[src/rtl/gost_block_core.sv]
// GOST 64-bit block cipher core (Magma / GOST 28147-89), iterative Feistel engine.
// Latency: out_valid rises 32/ROUNDS_PER_CYCLE cycles after the accepting edge.
// Backpressure: result held in DONE until out_ready; no new request is taken until then.
module gost_block_core #(
  parameter int ROUNDS_PER_CYCLE = 1,  // 1, 2, 4 or 8
  parameter int SBOX_SET         = 0   // 0: tc26 "Z" (Magma), 1: CryptoPro A
) (
  input  logic         clk,
  input  logic         rst,
  input  logic         in_valid,
  output logic         in_ready,
  input  logic         mode,
  input  logic [255:0] key,
  input  logic [63:0]  data_in,
  output logic         out_valid,
  input  logic         out_ready,
  output logic [63:0]  data_out,
  output logic         busy
);

  // Counter value at which the current cycle completes round 32.
  localparam logic [4:0] LAST_STEP = 5'(32 - ROUNDS_PER_CYCLE);

  typedef enum logic [1:0] {IDLE, RUN, DONE} state_t;

  state_t       state;
  logic [31:0]  l_q, r_q;
  logic [255:0] key_q;
  logic         mode_q;
  logic [4:0]   cnt;
  logic [31:0]  l_nxt, r_nxt;

  // Row for S-box i; entry x lives in bits [4x+3:4x].
  function automatic logic [3:0] sbox(input int i, input logic [3:0] x);
    logic [63:0] row;
    row = 64'h0;
    if (SBOX_SET == 0) begin
      case (i)
        0: row = 64'h1F307D8E9B5A264C;
        1: row = 64'hF0DB74E1C5A93286;
        2: row = 64'h069C471EDAF2853B;
        3: row = 64'hB9E35A076F4D128C;
        4: row = 64'hC24BE390D618A5F7;
        5: row = 64'h0E34187BAC296FD5;
        6: row = 64'h73AD0B4FC19652E8;
        default: row = 64'h2BC96AF43850DE71;
      endcase
    end else begin
      case (i)
        0: row = 64'h5D0CFE4A71B82369;
        1: row = 64'h1D4BC6250FA89E73;
        2: row = 64'h9170A5FC8D3B264E;
        3: row = 64'h658F4B20931DCA7E;
        4: row = 64'h6A7C324E0FD8915B;
        5: row = 64'h6EF84957B021CDA3;
        6: row = 64'hEB3F54C806A792D1;
        default: row = 64'h4D7193268EC05FAB;
      endcase
    end
    return row[{x, 2'b00} +: 4];
  endfunction

  // g(R,K) = ROL11(S(R + K mod 2^32)).
  function automatic logic [31:0] g_func(input logic [31:0] r, input logic [31:0] k);
    logic [31:0] s, t;
    s = r + k;
    t = 32'h0;
    for (int i = 0; i < 8; i++) t[4*i +: 4] = sbox(i, s[4*i +: 4]);
    return {t[20:0], t[31:21]};
  endfunction

  // Subkey for round r (0-based): forward index while in the repeated section, reversed after.
  function automatic logic [31:0] round_key(input logic [4:0] r, input logic dec,
                                            input logic [255:0] k);
    logic       fwd;
    logic [2:0] ki;
    fwd = dec ? (r < 5'd8) : (r < 5'd24);
    ki  = fwd ? r[2:0] : ~r[2:0];
    // K1 sits in the top word, so word index ki starts at bit 32*(7-ki).
    return k[{~ki, 5'b00000} +: 32];
  endfunction

  // Cascade of ROUNDS_PER_CYCLE Feistel rounds starting at round cnt.
  always_comb begin
    logic [31:0] l_t, r_t, f_t;
    l_t = l_q;
    r_t = r_q;
    f_t = 32'h0;
    for (int j = 0; j < ROUNDS_PER_CYCLE; j++) begin
      f_t = l_t ^ g_func(r_t, round_key(cnt + 5'(j), mode_q, key_q));
      l_t = r_t;
      r_t = f_t;
    end
    l_nxt = l_t;
    r_nxt = r_t;
  end

  // Control FSM with datapath registers; result is captured on the last RUN cycle.
  always_ff @(posedge clk or posedge rst) begin
    if (rst) begin
      state     <= IDLE;
      l_q       <= 32'h0;
      r_q       <= 32'h0;
      key_q     <= 256'h0;
      mode_q    <= 1'b0;
      cnt       <= 5'd0;
      out_valid <= 1'b0;
      data_out  <= 64'h0;
    end else begin
      case (state)
        IDLE: begin
          if (in_valid) begin
            l_q    <= data_in[63:32];
            r_q    <= data_in[31:0];
            key_q  <= key;
            mode_q <= mode;
            cnt    <= 5'd0;
            state  <= RUN;
          end
        end
        RUN: begin
          l_q <= l_nxt;
          r_q <= r_nxt;
          if (cnt == LAST_STEP) begin
            // Output is {R32, L32}: undoing the last swap gives the standard final round.
            data_out  <= {r_nxt, l_nxt};
            out_valid <= 1'b1;
            cnt       <= 5'd31;
            state     <= DONE;
          end else begin
            cnt <= cnt + 5'(ROUNDS_PER_CYCLE);
          end
        end
        DONE: begin
          if (out_ready) begin
            out_valid <= 1'b0;
            state     <= IDLE;
          end
        end
        default: state <= IDLE;
      endcase
    end
  end

  assign in_ready = (state == IDLE);
  assign busy     = (state != IDLE);

endmodule

[config.mk]
export PLATFORM = sky130hd
export DESIGN_NAME = gost_block_core
export DESIGN_NICKNAME = d
export VERILOG_FILES = /design/src/rtl/gost_block_core.sv
export SDC_FILE = /design/constraint.sdc
export NUM_CORES = 1
export LEC_CHECK = 0
export ABC_AREA = 1
export BUFFER_PORTS_ARGS = -buffer_cell sky130_fd_sc_hd__buf_2
export CORE_MARGIN = 3
export CORE_UTILIZATION = 58
export CTS_BUF_LIST = sky130_fd_sc_hd__clkbuf_8
export DETAILED_ROUTE_END_ITERATION = 10
export GPL_TIMING_DRIVEN = 0
export HOLD_SLACK_MARGIN = 0.15
export PLACE_DENSITY = 0.83
export REMOVE_ABC_BUFFERS = 1
export SLEW_MARGIN = 20
export SYNTH_ARGS = -nofsm -noshare
export SYNTH_HDL_FRONTEND = slang
export SYNTH_SLANG_ARGS = --single-unit
[constraint.sdc]
create_clock -name clk -period 17.7 [get_ports clk]
set_clock_uncertainty 0.15 [all_clocks]
set_input_delay 5.31 -clock clk [delete_from_list [all_inputs] [get_ports clk]]
set_output_delay 5.31 -clock clk [all_outputs]
set_load 0.01 [all_outputs]
Word-level counts from Yosys, hierarchy flattened
Cells that the tools add are included.
{ "op_classes": {"muxes": 16, "n_reduce_logical": 9, "bitwise_logic": 3, "eq_ne": 6, "shift": 9, "add_sub_neg": 2, "n_lt_le_gt_ge": 2} }
{ "ops": {"columns": ["op", "count"], "rows": [
  ["$shiftx A64 B7 Y4 const A", 8],
  ["$shiftx A256 B9 Y32", 1],
  ["$pmux W32 S2", 2],
  ["$mux W32", 2],
  ["$add A32 B32 Y32", 1],
  ["$xor A32 B32 Y32", 1],
  ["$mux W5", 2],
  ["$pmux W5 S2", 1],
  ["$mux W2", 3],
  ["$ne A2 B2 Y1 const B", 3],
  ["$not A3 Y3", 2],
  ["$pmux W2 S3", 1],
  ["$reduce_and A2 Y1", 3],
  ["$reduce_and A3 Y1", 2],
  ["$reduce_bool A2 Y1", 3],
  ["$add A5 B1 Y5 const B", 1],
  ["$eq A5 B5 Y1 const B", 1],
  ["$lt A5 B4 Y1 const B", 1],
  ["$lt A5 B5 Y1 const B", 1],
  ["$mux W1", 3],
  ["$mux W3", 1],
  ["$eq A2 B1 Y1 const B", 1],
  ["$eq A2 B2 Y1 const B", 1],
  ["$logic_not A2 Y1", 1],
  ["$pmux W1 S2", 1]
]} }
{ "totals": {"wordCells": 55, "register_bits": 393, "inputBits": 325, "out_inout_bits": 67} }

Logic depth before layout (Yosys ltp)
{ "depth": {"ltp_word": 9, "ltp_mapped": 32, "ltp_nobuf": 30} }

Worst setup path before layout
No wires, ideal clock.
{ "synth_path": {"path_kind": "in2reg", "start": "input port in_valid", "end": "register r_q[0] (netlist: l_nxt[0])", "required_time_ps": 17485, "slack_ps": 11126, "n_path_buf": 1, "stages": 8, "arrival_ps": 6359, "setup_time_ps": 65, "path_cell_list": "nand2_1 > inv_2 > nor2_2 > clkinv_1 > clkbuf_1 > o21ai_0 > inv_1 > nand2_1"} }
{ "synth_via": {"elab_chain_cells": 2} }
{ "synth_rtl": {"columns": ["item", "line", "rtl"], "rows": [
  ["from (decl)", "10", "input logic in_valid,"],
  ["$ne A2 B2 Y1 (no line)", null, null],
  ["$reduce_and A2 Y1 (no line)", null, null],
  ["to (signal assigned)", "114", "r_q <= data_in[31:0];"],
  ["to (signal assigned)", "123", "r_q <= r_nxt;"],
  ["to (decl)", "27", "logic [31:0] l_q, r_q;"]
]} }
Every way passes these cells.
A chain may end at the register's enable or synchronous reset.

Final worst setup path
{ "layout_path": {"start": "input port in_valid", "end": "register r_q[27] (netlist: l_nxt[27])"} }
Same word-level chain as after synthesis.

==> metrics.md <==
| Metric | Value |
|---|---|
| Via total after detailed routing | 21,334 |
| Htree depth | 3 |
| Clk buf depth | 3 |
| Starting Density | 59.1% |
| Root Driver | clkbuf_8 |
| Placed cell areas | 24,300 sq um |
| R2R depth | 28 |
| Min cycle time layout | roughly 8.3 ns |
| Final period utilization | between 40 and 50% |
| CTS tree | done |
| Post-synth EDFFs | 0 |
| Fin. Hold Viols | 0 |
| R2R Setup Slk | around 12 ns |
| Number of distinct library cells after synthesis | 34 |
| # DRC | 0 |
| Pre-antenna DRT Iters | 6 |
| RSZ-0062 raised after global routing | false |
| Slowest stage cell, crit path | nor2_2 |
| Crit. End Element | flip-flop |
| Max FO, Critical Path | 135 |
| Slew headroom | 32.9% |
| Yosys top cell by area | dfrtp_1 |
| Max Fclk | 121 MHz |
| Syn Inst Count | 3,068 |
| Required @ worst endpoint | 18.11 ns |
| PortBufs | 391 |
| RR Endpoint | l_nxt[24] |
| Worst-Skew Late Latency | 0.63 ns |
| CP Class | in -> reg |
| Drt total wl | 64,900 um |
| Clock sinks | 393 |
| Top-count cell post-synth | nand2_1 |
| Full die area | 39,700 sq um |
| Cts repair resizes | 0 |
| HPWL after DPL | 46,300 um |
| Synthesized area | 21,700 sq um |
| Worst R2R Start | cnt[4] |
| Final #Nets | 3,818 |
| CP dominant cell by count | buf_16 |
| WHS Endpoint | data_out[24] |
| Hold Path Stages | 2 |
| Synth top area share | 45.4% |
| Synth top cells by count | nand2_1 (1,591), dfrtp_1 (393), nand3_1 (325) |
| Critical Path, Cell by Cell | buf_2, nand2_4, buf_16, inv_8, buf_16, nor2_2, clkinv_2, buf_12, o21ai_0, inv_1, nand2_1 |
| Setup Fix Bufs, Post-CTS | 0 |
| Routed WL per cell | ~16 um |
| Die Y | 199 um |
| Die X | around 200 um |
| Post-route cell area | 25,600 sq um |
| Synth async-reset ratio | 100% |
| Number of global-route vias before repair | between 20,000 and 25,000 |
| P&R area growth vs syn | 18.3% |
| Initial antenna violation count | 11 |
| Clock slew seen by the registers of the worst setup and hold paths | about 0.060 ns |
| Grt total ovfl | 0 |
| Global placer's final weighted congestion | 0.927 |
| Most used DFF post-synth | dfrtp_1 |
| Startpoint Class | input port |
| CTS Buf Count | 70 |
| HP Class | reg -> reg |
| # setup viols final | 0 |
| Slew Limit Fails | 0 |
| Worst Path Arrival | just under 9 ns |
| Largest net degree at the start of global routing | 136 |
| Max-cap violations | 0 |
| Hold_buf cts | 0 |
| Row cnt | 70 |
| Max stage delay on crit path | 0.87 ns |
| Global-route wire length before repair | 102,000 um |
| Final ANT Viol Nets | 0 |
| Top-Level Pins | 392 |
| Top cells by area, synth | dfrtp_1 (45%), nand2_1 (28%), nand3_1 (7.5%), ha_1 (4.3%), inv_1 (3.7%) |
| Status | finished clean |
| Fillcell total | ~3,000 |
| Vias per inst | 5.42 |
| Register area share after synthesis | 45.4% |
| Slew @ Worst Pin | 1.01 ns |
| Initial DRC Count | roughly 1,700 |
| Syn avg cell area | 7.06 sq um |
| Core ar. | 36,700 sq um |
| Share of cells above drive strength 1 | around 15% |
| Synth warnings | 0 |
| HP Start | data_out[24] |
| Flops & latches, synth | 393 |
| All-Layer GR Usage | 32.3% |
metrics by stage:
stage / hold WS (ns) / std cells / TNS [ns] / worst slack (ns) / utilization (%)
floorplan: 0.299 / 2934 / 0 / 1.31 / -
CTS: 0.316 / 3931 / 0 / 9.58 / 69.8
finish: 0.312 / 3938 / 0 / 9.40 / 69.9
detailed placement: 0.303 / 3813 / 0 / 8.92 / 66.2
global route: 0.344 / 3937 / 0 / 9.33 / 69.9
global placement: 0.298 / 3793 / -2440.42 / -7.10 / 64.6
critical path, delay by kind of cell:
family,cells,cell delay [ns]
compound gates,1,0.20
simple gates,3,1.45
buf+inv,7,1.48
worst max path at each step:
stage | startpoint | slack [ns] | end
floorplan | rst | 1.31 | cnt[0]
global placement | in_valid | -7.10 | l_nxt[8]
detailed placement | in_valid | 8.92 | l_nxt[21]
CTS | in_valid | 9.58 | l_nxt[30]
global route | in_valid | 9.33 | l_nxt[6]
finish | in_valid | 9.40 | l_nxt[27]
placed cells by master (no fill, tap or decap), types with 4 or more instances in the layout:
master	count
clkbuf_8	83
nand3_1	325
o211ai_1	17
buf_12	6
clkinv_2	7
o21bai_1	8
inv_1	231
a22oi_1	32
buf_16	14
a21oi_1	30
inv_6	5
nand2_4	4
xor2_1	24
o221ai_1	6
o21ai_0	110
nand2_2	6
nor2_1	60
buf_2	391
nand2_1	1587
diode_2	7
dfrtp_1	393
xnor2_1	11
nand4_1	5
ha_1	75
sequential cells by signal (all words and copies together) (netlist names):
signal and flops:
l_q 32, mode_q 1, key_q 256, data_out 64, cnt 5, state 2
l_nxt 32, out_valid 1
layout make-up:
type                       instances  area, sq um  area share (%)
multi-input combinational       2324        10600            41.2
sequential                       393         9830            38.3
timing repair buffer             411         2460            9.60
clock buffer                      83         1140            4.45
inverter                         217          836            3.26
tap                              468          586            2.28
clock inverter                    35          201           0.785
antenna                            7         17.5          0.0683
cell families after synthesis:
logic type	after synthesis	synth area share [%]
AND/OR/NAND/NOR	2002	36.8
buffers and inverters	351	6.13
AO/OA/AOI/OAI	208	5.59
adder cells (fa/ha/maj)	76	4.42
flip-flops	393	45.4
XOR/XNOR	38	1.64
routing by layer:
metal / part of all wire [%] / global-route usage, % / up-vias
met4: 3.2 / 11.4 / 10
met3: 7.6 / 6.20 / 144
met5: 0.086 / 0 / -
li1: - / - / 10309
met1: 42 / 43.6 / 9976
met2: 47 / 52.4 / 895
Power is not shown: default switching activity piles up to over one toggle a cycle in this logic, so the estimate is an artifact.
